===== src/rtl/keystream_gen_pkg.sv =====
// Shared types and the generator step function for the keystream engine.
package keystream_pkg;

   typedef enum logic [1:0] {
      IDLE  = 2'd0,
      RUN   = 2'd1,
      DRAIN = 2'd2
   } ks_state_t;

   localparam logic KS_MODE_LFSR = 1'b0;
   localparam logic KS_MODE_CNT  = 1'b1;

   // Widest supported word; callers zero-extend in and truncate out to W bits,
   // so the counter wraps modulo 2^W and the LFSR shift brings in zeros.
   localparam int KS_MAX_W = 64;

   function automatic logic [KS_MAX_W-1:0] ks_step(
      input logic [KS_MAX_W-1:0] gen,
      input logic                mode,
      input logic [KS_MAX_W-1:0] poly
   );
      if (mode == KS_MODE_CNT) begin
         return gen + KS_MAX_W'(1);
      end
      return (gen >> 1) ^ (gen[0] ? poly : '0);
   endfunction

endpackage


===== src/rtl/keystream_gen_if.sv =====
// Method-style start/next handshake bundle of the keystream engine.
// Handshake: a method fires on a rising clock edge when its EN_* and RDY_* are both 1; EN_* with RDY_*=0 is ignored.
interface keystream_gen_if
   import keystream_pkg::*;
#(
   parameter int W      = 8,
   parameter int NWORDS = 16
);
   localparam int PW = $clog2(NWORDS + 1);

   logic          EN_start;
   logic [W-1:0]  start_seed;
   logic          start_mode;
   logic          RDY_start;
   logic          EN_next;
   logic [W-1:0]  next_k;
   logic [W-1:0]  next;
   logic          RDY_next;
   logic          busy;
   logic [PW-1:0] produced;
   ks_state_t     dbg_state;

   modport master (
      output EN_start, start_seed, start_mode, EN_next, next_k,
      input  RDY_start, RDY_next, next, busy, produced, dbg_state
   );

   modport slave (
      input  EN_start, start_seed, start_mode, EN_next, next_k,
      output RDY_start, RDY_next, next, busy, produced, dbg_state
   );

endinterface


===== src/rtl/keystream_gen_fifo.sv =====
// Synchronous FIFO holding generated words; head is registered storage, reset to zero.
module ks_fifo #(
   parameter int W     = 8,
   parameter int DEPTH = 4
) (
   input  logic                   clk_i,
   input  logic                   rst_i,
   input  logic                   push_i,
   input  logic [W-1:0]           data_i,
   input  logic                   pop_i,
   output logic                   full_o,
   output logic                   empty_o,
   output logic [W-1:0]           head_o,
   output logic [$clog2(DEPTH):0] count_o
);
   localparam int AW = $clog2(DEPTH);
   localparam int CW = AW + 1;

   logic [W-1:0]  mem_q [DEPTH];
   logic [AW-1:0] rptr_q, wptr_q;
   logic [CW-1:0] count_q;
   logic          do_push, do_pop;

   assign full_o  = (count_q == CW'(DEPTH));
   assign empty_o = (count_q == '0);
   assign do_push = push_i && !full_o;
   assign do_pop  = pop_i && !empty_o;
   assign head_o  = mem_q[rptr_q];
   assign count_o = count_q;

   always_ff @(posedge clk_i) begin
      if (rst_i) begin
         rptr_q  <= '0;
         wptr_q  <= '0;
         count_q <= '0;
         for (int i = 0; i < DEPTH; i++) begin
            mem_q[i] <= '0;
         end
      end else begin
         if (do_push) begin
            mem_q[wptr_q] <= data_i;
            wptr_q        <= wptr_q + AW'(1);
         end
         if (do_pop) begin
            rptr_q <= rptr_q + AW'(1);
         end
         count_q <= count_q + CW'(do_push) - CW'(do_pop);
      end
   end

endmodule


===== src/rtl/keystream_gen.sv =====
// Keystream engine: start loads seed/mode, RUN pushes NWORDS words, next pops head ^ next_k.
module keystream_gen
   import keystream_pkg::*;
#(
   parameter int           W      = 8,
   parameter int           DEPTH  = 4,
   parameter int           NWORDS = 16,
   parameter logic [W-1:0] POLY   = 8'hB8
) (
   input logic            CLK,
   input logic            RST,
   keystream_gen_if.slave bus
);
   localparam int PW = $clog2(NWORDS + 1);
   localparam int CW = $clog2(DEPTH) + 1;

   ks_state_t     state_q, state_d;
   logic [W-1:0]  gen_q, gen_d;
   logic          mode_q, mode_d;
   logic [PW-1:0] produced_q, produced_d;

   logic          fifo_full, fifo_empty;
   logic [W-1:0]  fifo_head;
   logic [CW-1:0] fifo_count;
   logic          start_acc, push, pop, last_push;

   assign start_acc = bus.EN_start && (state_q == IDLE);
   assign pop       = bus.EN_next && !fifo_empty;
   assign push      = (state_q == RUN) && !fifo_full;
   assign last_push = push && (produced_q == PW'(NWORDS - 1));

   ks_fifo #(
      .W     (W),
      .DEPTH (DEPTH)
   ) u_fifo (
      .clk_i   (CLK),
      .rst_i   (RST),
      .push_i  (push),
      .data_i  (gen_q),
      .pop_i   (pop),
      .full_o  (fifo_full),
      .empty_o (fifo_empty),
      .head_o  (fifo_head),
      .count_o (fifo_count)
   );

   always_comb begin
      state_d    = state_q;
      gen_d      = gen_q;
      mode_d     = mode_q;
      produced_d = produced_q;
      case (state_q)
         IDLE: begin
            if (start_acc) begin
               state_d    = RUN;
               mode_d     = bus.start_mode;
               produced_d = '0;
               // An all-zero LFSR state would lock up, so substitute all-ones.
               if (bus.start_mode == KS_MODE_LFSR && bus.start_seed == '0) begin
                  gen_d = '1;
               end else begin
                  gen_d = bus.start_seed;
               end
            end
         end
         RUN: begin
            if (push) begin
               produced_d = produced_q + PW'(1);
               gen_d      = W'(ks_step(KS_MAX_W'(gen_q), mode_q, KS_MAX_W'(POLY)));
            end
            if (last_push) begin
               state_d = DRAIN;
            end
         end
         DRAIN: begin
            if (fifo_empty || (pop && fifo_count == CW'(1))) begin
               state_d = IDLE;
            end
         end
         default: state_d = IDLE;
      endcase
   end

   always_ff @(posedge CLK) begin
      if (RST) begin
         state_q    <= IDLE;
         gen_q      <= '0;
         mode_q     <= KS_MODE_LFSR;
         produced_q <= '0;
      end else begin
         state_q    <= state_d;
         gen_q      <= gen_d;
         mode_q     <= mode_d;
         produced_q <= produced_d;
      end
   end

   assign bus.RDY_start = (state_q == IDLE);
   assign bus.busy      = (state_q != IDLE);
   assign bus.RDY_next  = !fifo_empty;
   assign bus.next      = fifo_head ^ bus.next_k;
   assign bus.produced  = produced_q;
   assign bus.dbg_state = state_q;

endmodule


===== src/flat_wrapper.sv =====
// flat-port wrapper written by rule: the top's interface ports become plain ports
module keystream_gen_flat import keystream_pkg::*;
#(
   parameter int           W      = 8,
   parameter int           DEPTH  = 4,
   parameter int           NWORDS = 16,
   parameter logic [W-1:0] POLY   = 8'hB8
)
  (CLK, RST, bus_EN_start, bus_start_seed, bus_start_mode, bus_EN_next, bus_next_k, bus_RDY_start, bus_RDY_next, bus_next, bus_busy, bus_produced, bus_dbg_state);
  keystream_gen_if #(.W(W), .NWORDS(NWORDS)) bus_i ();
  input logic CLK;
  input logic RST;
  input wire logic [$bits(bus_i.EN_start)-1:0] bus_EN_start;
  input wire logic [$bits(bus_i.start_seed)-1:0] bus_start_seed;
  input wire logic [$bits(bus_i.start_mode)-1:0] bus_start_mode;
  input wire logic [$bits(bus_i.EN_next)-1:0] bus_EN_next;
  input wire logic [$bits(bus_i.next_k)-1:0] bus_next_k;
  output wire logic [$bits(bus_i.RDY_start)-1:0] bus_RDY_start;
  output wire logic [$bits(bus_i.RDY_next)-1:0] bus_RDY_next;
  output wire logic [$bits(bus_i.next)-1:0] bus_next;
  output wire logic [$bits(bus_i.busy)-1:0] bus_busy;
  output wire logic [$bits(bus_i.produced)-1:0] bus_produced;
  output wire logic [$bits(bus_i.dbg_state)-1:0] bus_dbg_state;
  assign bus_i.EN_start = bus_EN_start;
  assign bus_i.start_seed = bus_start_seed;
  assign bus_i.start_mode = bus_start_mode;
  assign bus_i.EN_next = bus_EN_next;
  assign bus_i.next_k = bus_next_k;
  assign bus_RDY_start = bus_i.RDY_start;
  assign bus_RDY_next = bus_i.RDY_next;
  assign bus_next = bus_i.next;
  assign bus_busy = bus_i.busy;
  assign bus_produced = bus_i.produced;
  assign bus_dbg_state = bus_i.dbg_state;
  keystream_gen #(.W(W), .DEPTH(DEPTH), .NWORDS(NWORDS), .POLY(POLY)) u_core (.CLK(CLK), .RST(RST), .bus(bus_i));
endmodule

===== config.mk =====
export PLATFORM = sky130hd
export DESIGN_NAME = keystream_gen_flat
export DESIGN_NICKNAME = d
export VERILOG_FILES = /design/src/rtl/keystream_gen_pkg.sv /design/src/rtl/keystream_gen_if.sv /design/src/rtl/keystream_gen_fifo.sv /design/src/rtl/keystream_gen.sv /design/src/flat_wrapper.sv
export SDC_FILE = /design/constraint.sdc
export NUM_CORES = 1
export LEC_CHECK = 0
export BUFFER_PORTS_ARGS = -buffer_cell sky130_fd_sc_hd__buf_2
export CAP_MARGIN = 10
export CORE_AREA = 2 2 89 91
export DETAILED_ROUTE_END_ITERATION = 8
export DIE_AREA = 0 0 91 93
export PLACE_DENSITY = 0.55
export SLEW_MARGIN = 5
export SYNTH_ARGS = -nofsm -noshare
export SYNTH_HDL_FRONTEND = slang
export SYNTH_HIERARCHICAL = 1
export SYNTH_SLANG_ARGS = --single-unit

===== constraint.sdc =====
create_clock -name CLK -period 4.6 [get_ports CLK]
set_input_delay 0.23 -clock CLK [delete_from_list [all_inputs] [get_ports CLK]]
set_output_delay 0.23 -clock CLK [all_outputs]
set_load 0.02 [all_outputs]

# Word-level counts from Yosys, hierarchy flattened
# Memory sizes are Yosys's and may differ from the RTL's. A register that Yosys moved wholly into a read port is not among the register bits.
# Index checks and enable logic that the tools add are counted.
[op_classes] n_eq_ne=9 muxes=27 addsub=6 reduce_logical=20 bitwise_logic=3
[op_table] cell="two-way mux 8 bit" n=7
[op_table] cell="case mux 8 bit (2 select lines)" n=1
[op_table] cell="two-way mux 2 bit" n=6
[op_table] cell="two-way mux 5 bit" n=2
[op_table] cell="case mux 5 bit (2 select lines)" n=1
[op_table] cell="two-way mux 1 bit" n=9
[op_table] cell="adder 8 x 1 -> 8 bit, second input constant" n=1
[op_table] cell="logical AND 1 bit" n=8
[op_table] cell="zero test 8 bit" n=1
[op_table] cell="!= test 2 x 1 -> 1 bit, second input constant" n=4
[op_table] cell="OR reduction 8 bit" n=1
[op_table] cell="bitwise XOR 7 x 8 -> 8 bit" n=1
[op_table] cell="bitwise XOR 8 bit" n=1
[op_table] cell="case mux 2 bit (3 select lines)" n=1
[op_table] cell="AND reduction 3 bit" n=2
[op_table] cell="adder 5 x 1 -> 5 bit, second input constant" n=1
[op_table] cell="== test 5 x 4 -> 1 bit, second input constant" n=1
[op_table] cell="adder 2 x 1 -> 2 bit, second input constant" n=2
[op_table] cell="nonzero test 2 bit" n=2
[op_table] cell="adder 3 x 1 -> 3 bit" n=1
[op_table] cell="== test 3 x 1 -> 1 bit, second input constant" n=1
[op_table] cell="== test 3 bit, second input constant" n=1
[op_table] cell="zero test 3 bit" n=1
[op_table] cell="subtractor 3 x 1 -> 3 bit" n=1
[op_table] cell="7 further kinds" n=8
[totals] mem_bits_rw=32 ff_bits=23 mem_count=1 output_inout_bits=18
[mem_list] name="u_core.u_fifo.mem_q" depth=4 word_bits=8 rd=1 rd_ports_with_merged_regs=1 write_ports=4 line_no="keystream_gen_fifo.sv:19" rtl="logic [W-1:0] mem_q [DEPTH];"

# Longest topological paths before layout
# Gate-level depths: netlist of run 1.
[logic_depth] ltp_word=9 ltp_mapped=13

# Hierarchy
# The synthesis of run 1 kept the hierarchy.
[modules_own_cells] mod="ks_fifo" n_inst=1 seq_area_each_um2=1141.1 cells_per_inst=128 area_per_inst_um2=1865.5
[modules_own_cells] mod="keystream_gen" n_inst=1 seq_area_each_um2=320.3 cells_per_inst=138 area_per_inst_um2=1147.4

# Worst setup path after synthesis of run 1
# OpenSTA, ideal clock, no wires.
[synth_timing] path_kind="register -> register" from="register u_core.u_fifo.count_q[2], in the netlist u_core/u_fifo/count_o[2]" to="register u_core.u_fifo.count_q[2], in the netlist u_core/u_fifo/count_o[2]" slack_ns=1.929 path_buffers=1 period_less_slack_ns=2.671 path_stages_with_launch=14 setup_time_ns=0.129 arrival_time_ns=2.542 path_cell_list="dfxtp_1 -> nor3b_2 -> buf_6 -> nor3b_2 -> inv_1 -> nor2_1 -> inv_1 -> ha_1 -> inv_1 -> ha_1 -> fa_1 -> xnor2_1 -> xnor2_1 -> nor2_1"
[synth_via] elab_chain_len=6
[synth_rtl] element="start: declaration" line_no="keystream_gen_fifo.sv:21" rtl="logic [CW-1:0] count_q;"
[synth_rtl] element="start signal: assignment" line_no="keystream_gen_fifo.sv:47" rtl="count_q <= count_q + CW'(do_push) - CW'(do_pop);"
[synth_rtl] element="== test 3 bit" line_no="keystream_gen_fifo.sv:24" rtl="assign full_o = (count_q == CW'(DEPTH));"
[synth_rtl] element="via u_core.fifo_full" line_no="keystream_gen.sv:22" rtl="logic fifo_full, fifo_empty;"
[synth_rtl] element="zero test 1 bit" line_no="keystream_gen.sv:29" rtl="assign push = (state_q == RUN) && !fifo_full;"
[synth_rtl] element="logical AND 1 bit" line_no="keystream_gen.sv:29"
[synth_rtl] element="via u_core.push" line_no="keystream_gen.sv:25" rtl="logic start_acc, push, pop, last_push;"
[synth_rtl] element="logical AND 1 bit" line_no="keystream_gen_fifo.sv:26" rtl="assign do_push = push_i && !full_o;"
[synth_rtl] element="adder 3 x 1 -> 3 bit" line_no="keystream_gen_fifo.sv:47"
[synth_rtl] element="subtractor 3 x 1 -> 3 bit" line_no="keystream_gen_fifo.sv:47"
# The timed path passes the listed nets, and every way through them passes these cells.
# A chain may end at the register's enable or synchronous reset.

# Worst setup path in the final report of run 1
[layout_timing] from="register u_core.u_fifo.count_q[1], in the netlist u_core/u_fifo/count_o[1]" to="register u_core.u_fifo.count_q[2], in the netlist u_core/u_fifo/count_o[2]"
# The elaborated chain is that of the path after synthesis.

==> flow_metrics.tcl, run 1 <==
set metrics [dict create \
    critPathKind "flip-flop to flip-flop" \
    postCtsSetupBuffers 0 \
    ys.flop_type "edfxtp_1" \
    slew_headroom 0.226 \
    finalCritPeriodShare 0.652 \
    cts_root_buffer "clkbuf_8" \
    drtAntennaViolNets 0 \
    p_switching_uw 461 \
    status "finished, final reports clean" \
    cts_buffers 9 \
    netlist_top_cells_area "edfxtp_1 (32%), dfxtp_1 (17%), and2_1 (7.1%), mux4_2 (6.0%), xor2_1 (3.2%)" \
    preCtsSetupSlack_ns 1.60 \
    fin_area_mm2 0.00345 \
    critical_path_depth 13 \
    yosysTopAreaCell "edfxtp_1" \
    cts_buffer_depth 2 \
    fin_skew_ns 0.00684 \
    netlist_area_mm2 0.00301 \
    worstRegToRegCells 13 \
    synth_nets 293 \
    worst_slack_ns 1.60 \
    drtIter0Drc 102 \
    hold_slack_ns 0.165 \
    gp_congestion 0.739 \
    hp-class "input port to flip-flop" \
    timing.fmax_mhz 334 \
    finalPower_mw 1.46 \
    rsz0062_at_grt "no" \
    cts.repair.resized 0 \
    end_kind "flip-flop" \
    synth_xor_area_frac 0.0552 \
    power_frac_seq 0.456 \
    clk-insertion-delay-late_ns 0.33 \
    cts_tree "done" \
    die-area_mm2 0.00846 \
    drtPass1Iterations 4 \
    finalSetupTns_ns 0 \
    critPathLaunchType "flip-flop" \
    initial_core_util 0.400 \
    wire_per_inst_um 14.7 \
    p_int_uw 994 \
    synth_top_family_by_area "simple AND/OR/NAND/NOR gates" \
    synthAdderAreaFrac 0.0274 \
    combPwrFrac 0.243 \
    slew_violations 0 \
    die_h_um 93 \
    post_route_cells_drive_above_1_share 0.236 \
    cp_data_arrival_time_ns 3.19 \
    critical_path_buf_inv_count 4 \
    clock_sinks 57 \
    rows 32 \
    cp_top_family "adder cells" \
    power.leakage_nw 1.32 \
    setup_viol 0 \
    syn2layout_area_growth_pct 14.7 \
    port_buffers 38 \
    grt_max_degree 32 \
    min_path_cells 3 \
    wl_mm 6.04 \
    syn_avg_cell_area_um2 11.3 \
    avgViaCountPerCell 5.00 \
    synth-seq-cells 57 \
    tightestPinTransition_ns 1.15 \
    grt_pass1_vias 1990 \
    cts_max_level 3 \
    slowest_delay_ns 0.45 \
    cts_hold_buf 0 \
    slowest_stage "dfxtp_1" \
    hpwl_mm 4.20 \
    synthDistinctLibCells 57 \
    worstPathCellList "nor3b_2 > buf_4 > nor3b_2 > inv_1 > nor2_1 > inv_1 > ha_1 > inv_1 > ha_1 > fa_1 > xnor2_1 > xnor2_1 > nor2_1" \
    cp_max_fo 14 \
    placed_area_mm2 0.00327 \
    power_frac_clock 0.302 \
    layout_common_cells "buf_2 (38), and2_1 (34), edfxtp_1 (32)" \
    grt_pass1_wl_mm 10.1 \
    antenna_found_initial 0 \
    core_mm2 0.00753 \
    gr-total-overflow 0 \
    sw_frac_of_total 0.317 \
    fin_nets 331 \
    drv_cap 0 \
    die_w_um 91 \
    cp.required_ns 4.79 \
    ys_seq_area_frac 0.485 \
    powerDensity_mw_per_mm2 421 \
    synth_mux_area_frac 0.0669 \
    num_antenna_cells 0 \
    max-vdd-ir-drop_mv 0.176 \
    synth_compound_area_frac 0.119 \
    yosys_warnings 6 \
    synth_top_area_frac 0.319 \
    synth_edf_count 32 \
    io_pins 39 \
    clk_pin_slew_ns 0.07 \
    finalHoldViolations 0 \
    async_reset_ff_frac 0 \
    synth-simple-area-share 0.210 \
    remaining_drc_errors 0 \
    vias 2053 \
    layout_commonest_cell "buf_2" \
    grt_usage 0.157 \
    netlist_instances 266 \
    fin_crit_ns 3.00 \
    cpMostUsedCell "inv_1" \
]
[worst min-delay path: stages]
cell and delay (ns):
buf_2 0.09, mux2i_1 0.06, nor2_1 0.07
[logic make-up after synthesis]
family,count (synthesis)
simple gates,101
fa+ha+maj,6
buf+inv,23
compound gates,50
flops,57
xor+xnor,19
mux,10
[power groups by stage]
stage	sequential (mW)	combinational [mW]	clock [mW]
after floorplan	0.642	0.291	0
after global placement	0.672	0.355	0
after detailed placement	0.675	0.357	0
after CTS	0.664	0.359	0.455
after global routing	0.675	0.396	0.483
final	0.663	0.354	0.439
[path summary, 6_finish.rpt]
path                            startpoint                       end  slack (ns)
setup / recovery  u_core/u_fifo/count_o[1]  u_core/u_fifo/count_o[2]        1.60
hold / removal              bus_start_mode             u_core/mode_q        0.17
setup reg to reg  u_core/u_fifo/count_o[1]  u_core/u_fifo/count_o[2]        1.60
hold reg to reg     u_core/bus.produced[4]    u_core/bus.produced[4]        0.47
[stage by stage]
stage	instances	util
floorplan	266	-
global placement	395	0.434
detailed placement	395	0.434
CTS	411	0.459
global route	411	0.459
finish	411	0.459
[state kept, by name (all words and copies together) (netlist names), named ones only]
register,cells
u_core/u_fifo/mem_q,32
u_core/gen_q,8
u_core/mode_q,1
u_core/bus.produced,5
u_core/u_fifo/count_o,3
u_core/u_fifo/rptr_q,2
u_core/u_fifo/wptr_q,2
u_core/bus.dbg_state,2
[Yosys cell counts, types with 2 or more instances]
master      n
and2_1     34
edfxtp_1   32
dfxtp_1    25
nor2_1     14
nand2_1    13
a21oi_1    11
inv_1      11
xor2_1     11
mux4_2      8
xnor2_1     8
ha_1        5
nand2b_1    5
nor2b_1     5
a211oi_1    4
clkbuf_1    4
nand3_1     4
nor3_1      4
o211ai_1    4
o21ai_0     4
or3_1       4
a21o_1      3
buf_2       3
o21ai_1     3
o31ai_1     3
a21oi_2     2
a311o_1     2
buf_4       2
nand3b_1    2
nand4_1     2
nor3b_2     2
nor4_4      2
o221ai_1    2
o22ai_1     2
o2bb2ai_1   2
or4_1       2
[layer usage]
| layer | part of all wire | up-vias | global-route usage | routed length [um] |
|---|---|---|---|---|
| met4 | 0.0091 | 0 | 0.0606 | 55 |
| li1 | - | 1048 | - | - |
| met2 | 0.47 | 33 | 0.251 | 2870 |
| met5 | 0 | - | 0 | 0 |
| met1 | 0.48 | 968 | 0.203 | 2910 |
| met3 | 0.034 | 4 | 0.0427 | 204 |
[cell type report]
cell class | instances | area, um2
clock buffer | 9 | 124
clock inverter | 7 | 61.3
fill | 756 | 4070
inverter | 11 | 41.3
multi-input combinational | 186 | 1440
sequential | 57 | 1460
tap | 102 | 128
timing repair buffer | 39 | 198
(Power assumes the default switching activity.)
==> run 2: changes to the inputs <==
--- a/config.mk
+++ b/config.mk
@@ -5,12 +5,13 @@
 export SDC_FILE = /design/constraint.sdc
 export NUM_CORES = 1
 export LEC_CHECK = 0
+export ABC_AREA = 1
 export BUFFER_PORTS_ARGS = -buffer_cell sky130_fd_sc_hd__buf_2
 export CAP_MARGIN = 10
-export CORE_AREA = 2 2 89 91
+export CORE_AREA = 2 2 90 92
 export DETAILED_ROUTE_END_ITERATION = 8
-export DIE_AREA = 0 0 91 93
-export PLACE_DENSITY = 0.55
+export DIE_AREA = 0 0 92 94
+export PLACE_DENSITY = 0.57
 export SLEW_MARGIN = 5
 export SYNTH_ARGS = -nofsm -noshare
 export SYNTH_HDL_FRONTEND = slang
==> constraint.sdc (replaced) <==
create_clock -name CLK -period 2.7 [get_ports CLK]
set_input_delay 0.135 -clock CLK [delete_from_list [all_inputs] [get_ports CLK]]
set_output_delay 0.135 -clock CLK [all_outputs]
set_load 0.02 [all_outputs]
==> run 2 against run 1 <==
- sequential cell count is the same
- register-to-register slack lost 1.3 ns
- power grew 81%
- largest power group unchanged
- clock power grew 70%
- first-iteration DRC count grew 27%
- utilization grew 0.42 points
- global-route usage grew 0.15 points
- clock skew grew 0.0012 ns
- area after synthesis grew 1.1%
==> flow_metrics.tcl, run 2 <==
set metrics [dict create \
    dp.cells 516 \
    min_path_cells 3 \
    rsz0062_at_grt "no" \
    fin_skew_ns 0.00809 \
    regToRegSetupSlack_ns 0.34 \
    min_from "bus_start_mode" \
    syn_avg_cell_area_um2 8.04 \
    remaining_drc_errors 0 \
    max-vdd-ir-drop_mv 0.360 \
    wl_met3_um 204 \
    slew_headroom 0.712 \
    grt_pass1_wl_mm 10.9 \
    grt_max_degree 22 \
    antenna_found_initial 0 \
    io_pins 39 \
    timing.fmax_mhz 423 \
    cp.required_ns 2.91 \
    cts_hold_buf 0 \
    layout_commonest_cell "inv_1" \
    worstRegToRegCells 13 \
    regMostFlops "u_core/u_fifo/mem_q" \
    finalCritPeriodShare 0.875 \
    finalNonFillerCells 532 \
    wl_met1_mm 2.99 \
    drtAntennaViolNets 0 \
    cts.repair.resized 0 \
    gp_congestion 0.834 \
    powerDensity_mw_per_mm2 746 \
    gr-total-overflow 0 \
    cts_max_level 3 \
    tightestPinTransition_ns 0.432 \
    die_w_um 92 \
    ys_seq_area_frac 0.480 \
    die-area_mm2 0.00865 \
    avgViaCountPerCell 4.68 \
    synth_nets 406 \
    grt_pass1_vias 2410 \
    syn2layout_area_growth_pct 15.7 \
    post_route_cells_drive_above_1_share 0.174 \
    slew_violations 0 \
    port_buffers 38 \
    status "finished, final reports clean" \
    netlist_instances 379 \
    die_h_um 94 \
    wl_mm 6.23 \
    vias 2490 \
    setup_viol 0 \
    r2r-start "u_core/u_fifo/count_o[1]" \
    met2_length_mm 2.97 \
    hpwl_mm 4.70 \
    fin_nets 452 \
    preCtsSetupSlack_ns 0.343 \
    cts_root_buffer "clkbuf_8" \
    drtPass1Iterations 4 \
    end_kind "flip-flop" \
    synth-seq-cells 57 \
    top_layer "met4" \
    fin_crit_ns 2.36 \
    synth_edf_count 32 \
    async_reset_ff_frac 0 \
    synthDistinctLibCells 31 \
    hp-class "input port to flip-flop" \
    drv_cap 0 \
    clk-insertion-delay-late_ns 0.32 \
    yosys_warnings 6 \
    cp_max_fo 5 \
    reg2reg_to "u_core/u_fifo/count_o[2]" \
    clk_pin_slew_ns 0.07 \
    critPathLaunchType "flip-flop" \
    netlist_top_cells_area "edfxtp_1 (32%), dfxtp_1 (16%), inv_1 (7.5%), nor2_1 (7.4%), nand2_1 (6.0%)" \
    initial_core_util 0.400 \
    ys.flop_type "edfxtp_1" \
    rows 32 \
    worst_slack_ns 0.339 \
    synth.top_cells.by_count "inv_1 (61), nor2_1 (60), nand2_1 (49)" \
    netlist_area_mm2 0.00305 \
    yosysMostFrequentCell "inv_1" \
    layout_common_cells "inv_1 (61), nor2_1 (60), nand2_1 (49)" \
    grt_usage 0.158 \
    synth_top_area_frac 0.316 \
    finalHoldViolations 0 \
    num_antenna_cells 0 \
    largest_register_ffs 32 \
    drtIter0Drc 130 \
    postCtsSetupBuffers 0 \
    cp_data_arrival_time_ns 2.57 \
    core_mm2 0.00761 \
    cts_buffers 9 \
    min_to "u_core/mode_q" \
    cts_tree "done" \
    wire_per_inst_um 11.7 \
    finalSetupTns_ns 0 \
    power.leakage_nw 1.51 \
    clock_sinks 57 \
    critPathKind "flip-flop to flip-flop" \
    yosysTopAreaCell "edfxtp_1" \
    cts_buffer_depth 2 \
]
-- run 2: report_power, final --
group | switching (mW) | total (mW) | internal (mW)
Combinational | 0.502 | 0.764 | 0.262
Sequential | 0.0864 | 1.12 | 1.03
Clock | 0.329 | 0.745 | 0.416
Total | 0.917 | 2.63 | 1.71
-- run 2: layout make-up --
| type | count | area, um2 |
|---|---|---|
| fillers | 795 | 4080 |
| flip-flops and latches | 57 | 1460 |
| multi-input cells | 249 | 1280 |
| inverters | 65 | 244 |
| repair buffers | 43 | 228 |
| well taps | 102 | 128 |
| clock buffers | 9 | 124 |
| clock inverters | 7 | 61.3 |
-- run 2: kinds of logic after synthesis --
logic type	Yosys count	synth area share
simple gates	154	0.226
compound gates	79	0.138
fa+ha+maj	6	0.0271
buf+inv	73	0.101
xor+xnor	10	0.0288
flops	57	0.480
-- run 2: worst max-delay path, cell delays in order, from the launching register on --
cell     delay, ns
dfxtp_1       0.39
nor2_2        0.07
nand2_2       0.12
inv_1         0.05
inv_1         0.09
nand2_4       0.07
inv_1         0.18
nand2_1       0.15
ha_1          0.30
inv_1         0.04
ha_1          0.18
fa_1          0.38
xor2_1        0.17
nor2_1        0.05
-- run 2: how the worst max path moves through the flow --
stage	startpoint	end	slack, ns	cells past startpoint
detailed placement	u_core/u_fifo/count_o[1]	u_core/u_fifo/count_o[2]	0.34	13
global placement	u_core/u_fifo/count_o[1]	u_core/u_fifo/count_o[2]	0.45	13
CTS	u_core/u_fifo/count_o[1]	u_core/u_fifo/count_o[2]	0.32	13
global route	u_core/u_fifo/count_o[1]	u_core/u_fifo/count_o[2]	0.12	13
floorplan	u_core/bus.dbg_state[0]	u_core/u_fifo/count_o[2]	0.44	11
finish	u_core/u_fifo/count_o[1]	u_core/u_fifo/count_o[2]	0.34	13
-- run 2: metal layers --
layer | global-route usage | vias to the layer above
met1 | 0.200 | 1112
met2 | 0.270 | 40
met4 | 0.0560 | 0
met5 | 0 | -
li1 | - | 1333
met3 | 0.0313 | 5
-- run 2: per-stage QoR --
step	cell area (um2)	hold WS, ns	utilization	total power [mW]
3_3_place_gp	3340	0.439	0.439	1.89
4_1_cts	3520	0.108	0.463	2.66
3_5_place_dp	3340	0.447	0.439	1.91
5_1_grt	3520	0.128	0.463	2.82
2_1_floorplan	3050	0.202	-	1.70
6_report	3520	0.123	0.463	2.63
==> run 3: changes to the inputs <==
--- a/config.mk
+++ b/config.mk
@@ -8,9 +8,9 @@
 export ABC_AREA = 1
 export BUFFER_PORTS_ARGS = -buffer_cell sky130_fd_sc_hd__buf_2
 export CAP_MARGIN = 10
-export CORE_AREA = 2 2 90 92
+export CORE_AREA = 2 2 76 107
 export DETAILED_ROUTE_END_ITERATION = 8
-export DIE_AREA = 0 0 92 94
+export DIE_AREA = 0 0 78 109
 export PLACE_DENSITY = 0.57
 export SLEW_MARGIN = 5
 export SYNTH_ARGS = -nofsm -noshare
==> run 3 against run 2 <==
- global-route usage grew 0.18 points
- wire length grew 1.2%
- utilization shrank 0.25 points
- clock-buffer cell count is the same
- via count grew 1.6%
- critical endpoint unchanged
- highest routed layer unchanged
==> flow_metrics.tcl, run 3 (synthesis gave the netlist of run 2 again) <==
set metrics [dict create \
    setup_viol 0 \
    die_w_um 78 \
    postCtsSetupBuffers 0 \
    post_route_cells_drive_above_1_share 0.174 \
    cts_hold_buf 0 \
    cts.repair.resized 0 \
    io_pins 39 \
    remaining_drc_errors 0 \
    slew_headroom 0.711 \
    placed_area_mm2 0.00334 \
    hpwl_mm 4.67 \
    multi_input_area_mm2 0.00128 \
    fin_skew_ns 0.00781 \
    regMostFlops "u_core/u_fifo/mem_q" \
    layout_commonest_cell "inv_1" \
    drtAntennaViolNets 0 \
    power.leakage_nw 1.50 \
    antenna_found_initial 0 \
    wire_per_inst_um 11.9 \
    max-vdd-ir-drop_mv 0.312 \
    p_switching_uw 925 \
    clk_pin_slew_ns 0.06 \
    sw_frac_of_total 0.364 \
    cp.required_ns 2.91 \
    hp-class "input port to flip-flop" \
    critPathKind "flip-flop to flip-flop" \
    timing.fmax_mhz 429 \
    critPathLaunchType "flip-flop" \
    cp_max_fo 5 \
    fin_area_mm2 0.00350 \
    syn2layout_area_growth_pct 15.1 \
    finalHoldViolations 0 \
    dp.cells 515 \
    fillers 791 \
    clk-insertion-delay-late_ns 0.33 \
    largest_register_ffs 32 \
    drtPass1Iterations 4 \
    finalSetupTns_ns 0 \
    initial_core_util 0.400 \
    end_kind "flip-flop" \
    finalCritPeriodShare 0.863 \
    p_int_mw 1.62 \
    layout_common_cells "inv_1 (61), nor2_1 (60), nand2_1 (49)" \
    post-route-util 0.461 \
    core_mm2 0.00761 \
    grt_usage 0.160 \
    die_h_um 109 \
    grt_pass1_wl_mm 10.7 \
    power_frac_clock 0.256 \
    die-area_mm2 0.00850 \
    clock_sinks 57 \
    cts_tree "done" \
    cts_buffer_depth 2 \
    num_antenna_cells 0 \
    grt_pass1_vias 2379 \
    drv_cap 0 \
    grt_max_degree 22 \
    cts_buffers 9 \
    powerDensity_mw_per_mm2 725 \
    gp_congestion 0.779 \
    vias 2530 \
    gr-total-overflow 0 \
    slew_violations 0 \
    finalNonFillerCells 531 \
    rsz0062_at_grt "no" \
    port_buffers 38 \
    power_frac_seq 0.439 \
    drtIter0Drc 105 \
    cts_root_buffer "clkbuf_8" \
    cts_max_level 3 \
    wl_mm 6.30 \
    combPwrFrac 0.305 \
    fin_nets 453 \
    fin_crit_ns 2.33 \
    cp_data_arrival_time_ns 2.55 \
    tightestPinTransition_ns 0.433 \
    avgViaCountPerCell 4.76 \
    seq_area_mm2 0.00146 \
    rows 38 \
    status "finished, final reports clean" \
]
-- run 3: power groups by stage --
| stage | sequential, mW | clock (mW) | combinational [mW] |
|---|---|---|---|
| finish | 1.12 | 0.650 | 0.776 |
| global route | 1.13 | 0.711 | 0.882 |
| detailed placement | 1.14 | 0 | 0.778 |
| CTS | 1.12 | 0.673 | 0.782 |
| global placement | 1.13 | 0 | 0.757 |
| floorplan | 1.12 | 0 | 0.580 |
-- run 3: routing by layer --
metal / GRT usage / wire length (um)
met1: 0.183 / 2830
met2: 0.280 / 3200
met3: 0.0339 / 194
met4: 0.0852 / 78
met5: 0 / 0
-- run 3: final timing paths --
check | slack (ns) | cells past startpoint | to | startpoint
hold / removal | 0.12 | 3 | u_core/gen_q[2] | bus_start_seed[2]
setup / recovery | 0.37 | 13 | u_core/u_fifo/count_o[2] | u_core/u_fifo/count_o[1]
setup reg to reg | 0.37 | 13 | u_core/u_fifo/count_o[2] | u_core/u_fifo/count_o[1]
hold reg to reg | 0.50 | 2 | u_core/bus.produced[3] | u_core/bus.produced[3]
-- run 3: area by class of cell --
class,count,share of cell area
clock buffers,9,0.0353
clock inverters,7,0.0107
inverters,65,0.0696
multi-input cells,249,0.365
flip-flops and latches,57,0.417
well taps,100,0.0357
repair buffers,44,0.0671
-- run 3: worst max-delay path, cell delays in order (launching register included) --
cell     delay, ns
dfxtp_1       0.39
nor2_2        0.07
nand2_2       0.12
inv_1         0.05
inv_1         0.09
nand2_4       0.07
inv_1         0.17
nand2_1       0.14
ha_1          0.30
inv_1         0.04
ha_1          0.18
fa_1          0.38
xor2_1        0.16
nor2_1        0.05
-- run 3: through the flow --
stage	total power, mW	setup WS [ns]	hold slack [ns]
finish	2.54	0.369	0.124
global route	2.73	0.168	0.131
CTS	2.57	0.361	0.106
detailed placement	1.91	0.391	0.458
global placement	1.89	0.457	0.437
floorplan	1.70	0.442	0.202
